===== src/rtl/m1553_word_tx.sv =====
// MIL-STD-1553B word transmitter: 3-bit-time sync, 16 Manchester II data bits MSB first,
// odd parity. A word accepted in the last clk of a frame follows with no gap.
module m1553_word_tx #(
    parameter int CLK_PER_HALFBIT = 12
) (
    input  logic        clk,
    input  logic        rst,
    input  logic        in_valid,
    output logic        in_ready,
    input  logic [15:0] in_data,
    input  logic        in_sync_cmd,
    output logic        tx_p,
    output logic        tx_n,
    output logic        tx_en,
    output logic        busy,
    output logic        word_done
);
    localparam int PW = (CLK_PER_HALFBIT > 1) ? $clog2(CLK_PER_HALFBIT) : 1;
    localparam logic [PW-1:0] PRESC_LAST = PW'(CLK_PER_HALFBIT - 1);
    localparam logic [5:0]    HB_LAST    = 6'd39;

    typedef enum logic {
        IDLE,
        SEND
    } state_t;

    state_t        state_q, state_d;
    logic [PW-1:0] presc_q, presc_d;
    logic [5:0]    hb_q, hb_d;
    logic [15:0]   word_q, word_d;
    logic          sync_cmd_q, sync_cmd_d;
    logic          par_q, par_d;
    logic          tx_p_q, tx_p_d;
    logic          tx_n_q, tx_n_d;
    logic          tx_en_q, tx_en_d;
    logic          busy_q, busy_d;
    logic          word_done_q, word_done_d;
    logic          last_clk;
    logic          accept;
    logic          level_d;

    // Bus level for one half-bit; odd half-bits of data and parity carry the inverted value.
    function automatic logic line_level(input logic [5:0]  hb,
                                        input logic [15:0] w,
                                        input logic        cmd,
                                        input logic        p);
        logic [15:0] sh;
        logic        lvl;
        sh = w << (hb[5:1] - 5'd3);
        if (hb < 6'd3)
            lvl = cmd;
        else if (hb < 6'd6)
            lvl = ~cmd;
        else if (hb < 6'd38)
            lvl = sh[15] ^ hb[0];
        else
            lvl = p ^ hb[0];
        return lvl;
    endfunction

    always_comb begin
        last_clk   = (state_q == SEND) && (hb_q == HB_LAST) && (presc_q == PRESC_LAST);
        in_ready   = (state_q == IDLE) || last_clk;
        accept     = in_valid && in_ready;

        state_d    = state_q;
        presc_d    = presc_q;
        hb_d       = hb_q;
        word_d     = word_q;
        sync_cmd_d = sync_cmd_q;
        par_d      = par_q;

        if (accept) begin
            state_d    = SEND;
            presc_d    = '0;
            hb_d       = '0;
            word_d     = in_data;
            sync_cmd_d = in_sync_cmd;
            par_d      = ~^in_data;
        end else if (state_q == SEND) begin
            if (last_clk) begin
                state_d = IDLE;
                presc_d = '0;
                hb_d    = '0;
            end else if (presc_q == PRESC_LAST) begin
                presc_d = '0;
                hb_d    = hb_q + 6'd1;
            end else begin
                presc_d = presc_q + PW'(1);
            end
        end

        // Outputs are registered, so they are derived from the next-state values.
        level_d     = line_level(hb_d, word_d, sync_cmd_d, par_d);
        tx_en_d     = (state_d == SEND);
        busy_d      = tx_en_d;
        tx_p_d      = tx_en_d && level_d;
        tx_n_d      = tx_en_d && !level_d;
        word_done_d = tx_en_d && (hb_d == HB_LAST) && (presc_d == PRESC_LAST);
    end

    always_ff @(posedge clk or posedge rst) begin
        if (rst) begin
            state_q     <= IDLE;
            presc_q     <= '0;
            hb_q        <= '0;
            tx_p_q      <= 1'b0;
            tx_n_q      <= 1'b0;
            tx_en_q     <= 1'b0;
            busy_q      <= 1'b0;
            word_done_q <= 1'b0;
        end else begin
            state_q     <= state_d;
            presc_q     <= presc_d;
            hb_q        <= hb_d;
            tx_p_q      <= tx_p_d;
            tx_n_q      <= tx_n_d;
            tx_en_q     <= tx_en_d;
            busy_q      <= busy_d;
            word_done_q <= word_done_d;
        end
    end

    // Payload registers are only meaningful while SEND, so they carry no reset.
    always_ff @(posedge clk) begin
        word_q     <= word_d;
        sync_cmd_q <= sync_cmd_d;
        par_q      <= par_d;
    end

    assign tx_p      = tx_p_q;
    assign tx_n      = tx_n_q;
    assign tx_en     = tx_en_q;
    assign busy      = busy_q;
    assign word_done = word_done_q;

endmodule

===== config.mk =====
export PLATFORM = sky130hd
export DESIGN_NAME = m1553_word_tx
export DESIGN_NICKNAME = d
export VERILOG_FILES = /design/src/rtl/m1553_word_tx.sv
export SDC_FILE = /design/constraint.sdc
export NUM_CORES = 1
export LEC_CHECK = 0
export BUFFER_PORTS_ARGS = -buffer_cell sky130_fd_sc_hd__buf_2
export CAP_MARGIN = 20
export CORE_MARGIN = 4
export CORE_UTILIZATION = 55
export DETAILED_ROUTE_END_ITERATION = 6
export PLACE_DENSITY = 0.81
export SLEW_MARGIN = 20
export SYNTH_ARGS = -nofsm -noshare
export SYNTH_HDL_FRONTEND = slang
export SYNTH_SLANG_ARGS = --single-unit

===== constraint.sdc =====
create_clock -name clk -period 5.3 [get_ports clk]
set_clock_uncertainty 0.05 [all_clocks]
set_input_delay 1.325 -clock clk [delete_from_list [all_inputs] [get_ports clk]]
set_output_delay 1.325 -clock clk [all_outputs]
set_load 0.005 [all_outputs]

==> results of run 1 <==
-- worst max path at each step --
| stage | start | to | slack, ns |
|---|---|---|---|
| floorplan | in_valid | tx_n | 1.54 |
| global placement | in_valid | tx_n | 1.26 |
| detailed placement | in_valid | tx_n | 1.22 |
| CTS | in_valid | tx_n | 1.56 |
| global route | in_valid | tx_p | 1.40 |
| finish | in_valid | tx_n | 1.52 |
-- registers in the layout, summed over array words and instances, names as in the netlist --
| signal | count |
|---|---|
| hb_q | 6 |
| busy | 1 |
| tx_p | 1 |
| sync_cmd_q | 1 |
| par_q | 1 |
| tx_n | 1 |
| word_done | 1 |
| presc_q | 4 |
| word_q | 16 |
-- cell usage after synthesis (2+ instances only) --
master,instances,share of area
nor3_1,2,0.0053
nor2_1,8,0.016
o21ai_0,8,0.021
a21oi_1,2,0.0053
mux2_2,18,0.11
ha_1,3,0.020
nand2b_1,8,0.026
nand2_1,12,0.024
dfrtp_1,14,0.18
xnor2_1,15,0.069
buf_2,5,0.013
nand4_1,2,0.0066
or2_2,3,0.0099
xor2_1,2,0.0092
nand3_1,10,0.026
clkbuf_1,2,0.0040
o211ai_1,2,0.0079
inv_1,7,0.014
a22o_1,2,0.0092
mux2i_1,10,0.053
dfxtp_1,18,0.19
-- power groups by stage --
stage	Combinational, mW	Sequential [mW]	Clock (mW)
2_1_floorplan	0.435	0.327	0
3_3_place_gp	0.510	0.331	0
3_5_place_dp	0.520	0.333	0
6_report	0.522	0.329	0.167
4_1_cts	0.525	0.329	0.171
5_1_grt	0.585	0.337	0.182
-- layout by cell type, fill, tap and decap left out, types with 8 or more instances in the layout --
cell / instances
nor2_1: 8
nand3_1: 10
nand2b_1: 8
dfrtp_1: 14
buf_2: 25
o21ai_0: 8
mux2i_1: 10
mux2_2: 18
nand2_1: 12
dfxtp_1: 18
xnor2_1: 15
-- per-stage QoR --
stage               cell area, µm²   util
floorplan                     1900      -
global placement              2060  0.616
detailed placement            2060  0.616
CTS                           2130  0.639
global route                  2130  0.639
finish                        2130  0.639
-- layer usage --
layer | GRT usage | vias up
li1 | - | 719
met5 | 0 | -
met3 | 0.0371 | 10
met4 | 0.0838 | 0
met1 | 0.218 | 690
met2 | 0.344 | 21
-- critical path, stage by stage --
cell and delay [ns]:
buf_2 0.12, nor2_1 0.07, o2bb2ai_1 0.17, a41oi_2 0.36, inv_2 0.21, ha_1 0.28, xor2_2 0.35, nor2_1 0.09
a311o_1 0.36, o311ai_4 0.32, o2111a_1 0.24, nor3_2 0.04
-- cell families (layout without fill, tap and decap cells) --
family | after synthesis | count (layout) | synth area share
AO/OA/AOI/OAI | 32 | 32 | 0.151
adder cells (fa/ha/maj) | 3 | 3 | 0.0198
multiplexers | 30 | 30 | 0.179
XOR/XNOR | 18 | 18 | 0.0870
AND/OR/NAND/NOR | 54 | 54 | 0.152
flip-flops | 32 | 32 | 0.374
buffers and inverters | 16 | 43 | 0.0369
-- area by class of cell --
class                      count  area, µm²  area share
clock buffer                   6       62.6      0.0294
clock inverter                 2       12.5     0.00587
inverter                       8       30.0      0.0141
multi-input combinational    137       1120       0.524
sequential                    32        711       0.334
tap                           46       57.6      0.0270
timing repair buffer          27        140      0.0658
==> key figures, run 1 <==
Logic synthesis
  – Syn nets: 208
  – Syn_area_per_cell: 10.3 µm²
  – Cells after Synth: 185
  – Post-synth EDFFs: 0
  – Post-synth top flop: dfxtp_1
  – Yosys reg bits: 32
  – Sequential element share of the synthesized area: 0.374
  – Post-Syn Area: 1900 µm²
  – Unique masters post-synth: 53
  – Synthesis Warnings: 0
  – Post-synth ARST share: 0.438

Place
  – Hpwl dp: 2.86 mm
  – GP Congestion: 0.817
  – Dpl cells: 250
  – DP Worst Slack: 1.22 ns
  – Count of input and output buffers: 25

Finish
  – Fin cells: 258
  – Final #Nets: 234
  – Fillcell total: 295
  – P&R area growth vs syn: 12.3%
  – Share of cells above drive strength 1: 0.311
  – Ant. Diodes: 0

Worst setup path
  – Reg2reg setup slack: 1.67 ns
  – CP Capture Type: flop
  – Critical R2R Launch: busy
  – Setup CP Type: in2reg
  – R2R cell count: 11
  – Worst EP required: 5.48 ns
  – RR Endpoint: tx_n
  – Element type at the critical path start: input pin
  – Critical Path AT: 3.96 ns
  – Crit path max fanout: 13

Clocking
  – Number of CTS-inserted buffers: 5
  – CTS Root Cell: clkbuf_4
  – Worst-skew pair later-pin latency: 0.34 ns
  – H-tree depth: 2
  – # hold bufs at CTS: 0
  – Setup bufs post-CTS: 0
  – Sink count of the clock tree: 32
  – CTS max path bufs: 2
  – TritonCTS clock tree: done
  – PostCTS Resize Cnt: 0
  – Clock transition at path regs: 0.10 ns

Die
  – Chip Height: 66.7 µm
  – Die W: 66.7 µm
  – Ports: 26
  – Total Die Area: 4450 µm²
  – Core area: 3340 µm²
  – Cell Rows: 21
  – Initial Util: 0.569

Drt
  – DR WL met3: 119 µm
  – Routed len/inst: 14.3 µm
  – Via density per instance: 5.58
  – Initial drt markers: 78
  – Remaining antenna violation count: 0
  – DRC viols: 0
  – Final WL: 3.70 mm
  – Vias: 1440
  – Top Layer Used: met4
  – Met2 WL: 1.95 mm
  – Met1 WL: 1.54 mm
  – Drt first pass iters: 4

Power and ir drop
  – Seq pwr share: 0.324
  – Net switching power: 400 µW
  – Clk pwr share: 0.164
  – Worst vdd ir: 0.251 mV
  – Total Power: 1.02 mW
  – Power Internal: 618 µW
  – PwrDens: 477 nW/µm²
  – Switching Share: 0.393
  – Leakage: 0.905 nW
  – Logic pwr share: 0.513

Global route
  – Total Routing Usage GR: 0.192
  – Initial antenna violation count: 0
  – Congestion Overflow GR: 0
  – Largest net degree at the start of global routing: 21
  – Global-route wire length before repair: 6.41 mm
  – Vias in the first global route: 1435

STA
  – Final WS setup: 1.52 ns
  – Crit path time final: 3.78 ns
  – Setup tns final: 0 ns
  – Hold_ws: 0.433 ns
  – Final hold vios: 0
  – Unrepaired setup endpoints after global routing: false
  – Slew @ Worst Pin: 0.732 ns
  – Count of pins over their slew limit: 0
  – Max-Slew Margin vs Limit: 0.505
  – Endpoints failing setup: 0
  – Max Clk Rate: 265 MHz
  – Fin crit share: 0.713

Min path
  – Worst hold path endpoint: word_q[11]
  – Worst min-delay path class: reg2reg
  – Hold Path Depth: 1
  – Worst Min Path Start: word_q[11]

Run status
  – Status: completed

Job
  – # Max-Cap Violations: 0
Note: power is estimated with default switching activity, not from simulation.
==> inputs of run 2 (changes only) <==
--- a/config.mk
+++ b/config.mk
@@ -5,12 +5,13 @@
 export SDC_FILE = /design/constraint.sdc
 export NUM_CORES = 1
 export LEC_CHECK = 0
+export ABC_AREA = 1
 export BUFFER_PORTS_ARGS = -buffer_cell sky130_fd_sc_hd__buf_2
 export CAP_MARGIN = 20
 export CORE_MARGIN = 4
-export CORE_UTILIZATION = 55
+export CORE_UTILIZATION = 52
 export DETAILED_ROUTE_END_ITERATION = 6
-export PLACE_DENSITY = 0.81
+export PLACE_DENSITY = 0.79
 export SLEW_MARGIN = 20
 export SYNTH_ARGS = -nofsm -noshare
 export SYNTH_HDL_FRONTEND = slang
==> constraint.sdc (replaced) <==
create_clock -name clk -period 3.04 [get_ports clk]
set_clock_uncertainty 0.05 [all_clocks]
set_input_delay 0.76 -clock clk [delete_from_list [all_inputs] [get_ports clk]]
set_output_delay 0.76 -clock clk [all_outputs]
set_load 0.005 [all_outputs]
==> run 2 against run 1 <==
Against the previous run: setup slack worse by 1.2 ns; critical endpoint unchanged; via count is 28% higher; sequential cell count stayed put; synthesized area is 11% higher; register-to-register slack worse by 1.4 ns; total power is 110% higher; die area is 16% higher; first-iteration DRC count is 19% higher; sequential share of layout area is 3.2 points lower; critical path depth is 6 higher; global-route usage is 0.46 points lower; clock-buffer cell count stayed put.
==> key figures, run 2 <==
Run status
  – Status: completed

Finish
  – Max FFs per register: 16
  – Most common cell after layout, fill and taps aside: nand2_1
  – Util after Layout: 0.621
  – Fin cells: 358
  – P&R area growth vs syn: 11.6%
  – Commonest non-fill, non-tap cells in the layout: nand2_1 (56), nand3_1 (40), inv_1 (33)
  – Share of cells above drive strength 1: 0.213
  – Biggest regs: word_q (16), hb_q (6), presc_q (4)
  – Design area: 2360 µm²
  – Final #Nets: 332
  – Reg with most FFs: word_q
  – Ant. Diodes: 0

Die
  – Cell Rows: 22
  – Core area: 3800 µm²
  – Chip Height: 71.8 µm
  – Total Die Area: 5150 µm²
  – Die W: 71.8 µm
  – Ports: 26
  – Initial Util: 0.557

Place
  – DP Worst Slack: 0.274 ns
  – Hpwl dp: 3.34 mm
  – Count of input and output buffers: 25
  – Placed Instance Area: 2250 µm²
  – Dpl cells: 350
  – GP Congestion: 0.858

Worst setup path
  – Crit path capture: tx_n
  – Critical R2R Launch: presc_q[0]
  – Element type at the critical path start: flop
  – Largest stage delay, worst path: 0.38 ns
  – Critical path cell sequence: ha_1 -> nand2_2 -> nor2_2 -> nand2_1 -> xor2_1 -> nor2_4 -> ha_1 -> inv_1 -> nand3_1 -> nand3_1 -> nand3_1 -> nand3_2 -> nand2_1 -> nand2_1 -> nand2_1 -> nand2_1 -> nand2_2 -> a21oi_1
  – Crit path max fanout: 5
  – Setup CP Type: reg2reg
  – Slowest CP cell: dfrtp_1
  – R2R cell count: 18
  – Most Frequent Cell on Critical Path: nand2_1
  – Critical Path AT: 2.92 ns
  – Critical Path Start: presc_q[0]
  – Reg2reg setup slack: 0.28 ns
  – RR Endpoint: tx_n
  – Family with the most delay on the worst path: simple AND/OR/NAND/NOR gates
  – CP Capture Type: flop
  – Worst EP required: 3.20 ns
  – Crit path buffers/inverters: 1
  – Instance count on the critical path: 18

Clocking
  – H-tree depth: 2
  – Clock transition at path regs: 0.07 ns
  – Setup bufs post-CTS: 0
  – PostCTS Resize Cnt: 0
  – Sink count of the clock tree: 32
  – CTS Root Cell: clkbuf_8
  – Number of CTS-inserted buffers: 5
  – TritonCTS clock tree: done
  – CTS max path bufs: 2
  – Worst-skew pair later-pin latency: 0.28 ns
  – # hold bufs at CTS: 0

Power and ir drop
  – Worst vdd ir: 0.473 mV
  – Total Power: 2.11 mW
  – Clk pwr share: 0.186
  – Net switching power: 914 µW
  – PwrDens: 896 nW/µm²
  – Power Internal: 1.20 mW
  – Seq pwr share: 0.289
  – Logic pwr share: 0.525
  – Switching Share: 0.432
  – Leakage: 1.17 nW

Drt
  – Via density per instance: 5.14
  – Final WL: 4.40 mm
  – Routed len/inst: 12.3 µm
  – Drt first pass iters: 4
  – Vias: 1840
  – Initial drt markers: 93
  – Remaining antenna violation count: 0
  – DRC viols: 0

Global route
  – Global-route wire length before repair: 7.58 mm
  – Largest net degree at the start of global routing: 23
  – Initial antenna violation count: 0
  – Total Routing Usage GR: 0.187
  – Vias in the first global route: 1742
  – Congestion Overflow GR: 0

Logic synthesis
  – Yosys top cell area share: 0.170
  – Cells after Synth: 282
  – Syn nets: 305
  – Cell taking the most area after synthesis: dfxtp_1
  – Yosys reg bits: 32
  – Synth top area cells: dfxtp_1 (17%), dfrtp_1 (17%), nand2_1 (9.9%)
  – Synthesis Warnings: 0
  – Post-Syn Area: 2110 µm²
  – Most frequent cell after synthesis: nand2_1
  – Unique masters post-synth: 34
  – Synth top cells by count: nand2_1 (56), nand3_1 (40), inv_1 (33)
  – Post-synth EDFFs: 0
  – Post-synth top flop: dfxtp_1
  – Sequential element share of the synthesized area: 0.336
  – Post-synth ARST share: 0.438
  – Syn_area_per_cell: 7.50 µm²

STA
  – Fin crit share: 0.908
  – Unrepaired setup endpoints after global routing: false
  – Endpoints failing setup: 0
  – Hold_ws: 0.406 ns
  – Max Clk Rate: 362 MHz
  – Slew @ Worst Pin: 0.503 ns
  – Final WS setup: 0.281 ns
  – Max-Slew Margin vs Limit: 0.664
  – Final hold vios: 0
  – Setup tns final: 0 ns
  – Crit path time final: 2.76 ns
  – Count of pins over their slew limit: 0

Min path
  – Worst min-delay path class: reg2reg

Job
  – # Max-Cap Violations: 0
[run 2: worst min-delay path by stage]
| stage | endpoint | cells past startpoint | startpoint |
|---|---|---|---|
| after floorplan | par_q | 2 | par_q |
| after global placement | par_q | 2 | par_q |
| after detailed placement | par_q | 2 | par_q |
| after CTS | par_q | 2 | par_q |
| after global routing | par_q | 2 | par_q |
| final | par_q | 2 | par_q |
[run 2: power by group through the flow]
stage               Sequential, mW  Combinational, mW  Clock [mW]
global placement             0.617               1.07           0
finish                       0.610               1.11       0.393
floorplan                    0.605              0.879           0
detailed placement           0.618               1.10           0
CTS                          0.610               1.11       0.398
global route                 0.625               1.27       0.427
[run 2: worst register-to-register path: stages (launching register included)]
cell,delay [ns]
dfrtp_1,0.38
ha_1,0.27
nand2_2,0.11
nor2_2,0.16
nand2_1,0.08
xor2_1,0.24
nor2_4,0.09
ha_1,0.37
inv_1,0.16
nand3_1,0.12
nand3_1,0.10
nand3_1,0.08
nand3_2,0.07
nand2_1,0.05
nand2_1,0.05
nand2_1,0.05
nand2_1,0.06
nand2_2,0.06
a21oi_1,0.13
[run 2: metal layers]
metal | track usage | wire length [µm] | vias up
met1 | 0.227 | 1910 | 840
li1 | - | - | 954
met4 | 0.0501 | 74 | 0
met3 | 0.0463 | 140 | 9
met5 | 0 | 0 | -
met2 | 0.329 | 2280 | 37
[run 2: layout make-up]
class	instances	area (µm²)
Fill cell	350	1440
Clock inverter	2	35.0
Clock buffer	6	72.6
Inverter	40	158
Timing Repair Buffer	28	148
Sequential cell	32	712
Multi-Input combinational cell	202	1170
Tap cell	48	60.1
[run 2: cells by family (layout without fill, tap and decap cells)]
kind of cell,count (synthesis),count (layout),synth area share
mux,1,1,0.00473
fa+ha+maj,3,3,0.0178
buf+inv,48,76,0.108
compound gates,14,14,0.0367
simple gates,167,167,0.426
flops,32,32,0.336
xor+xnor,17,17,0.0704
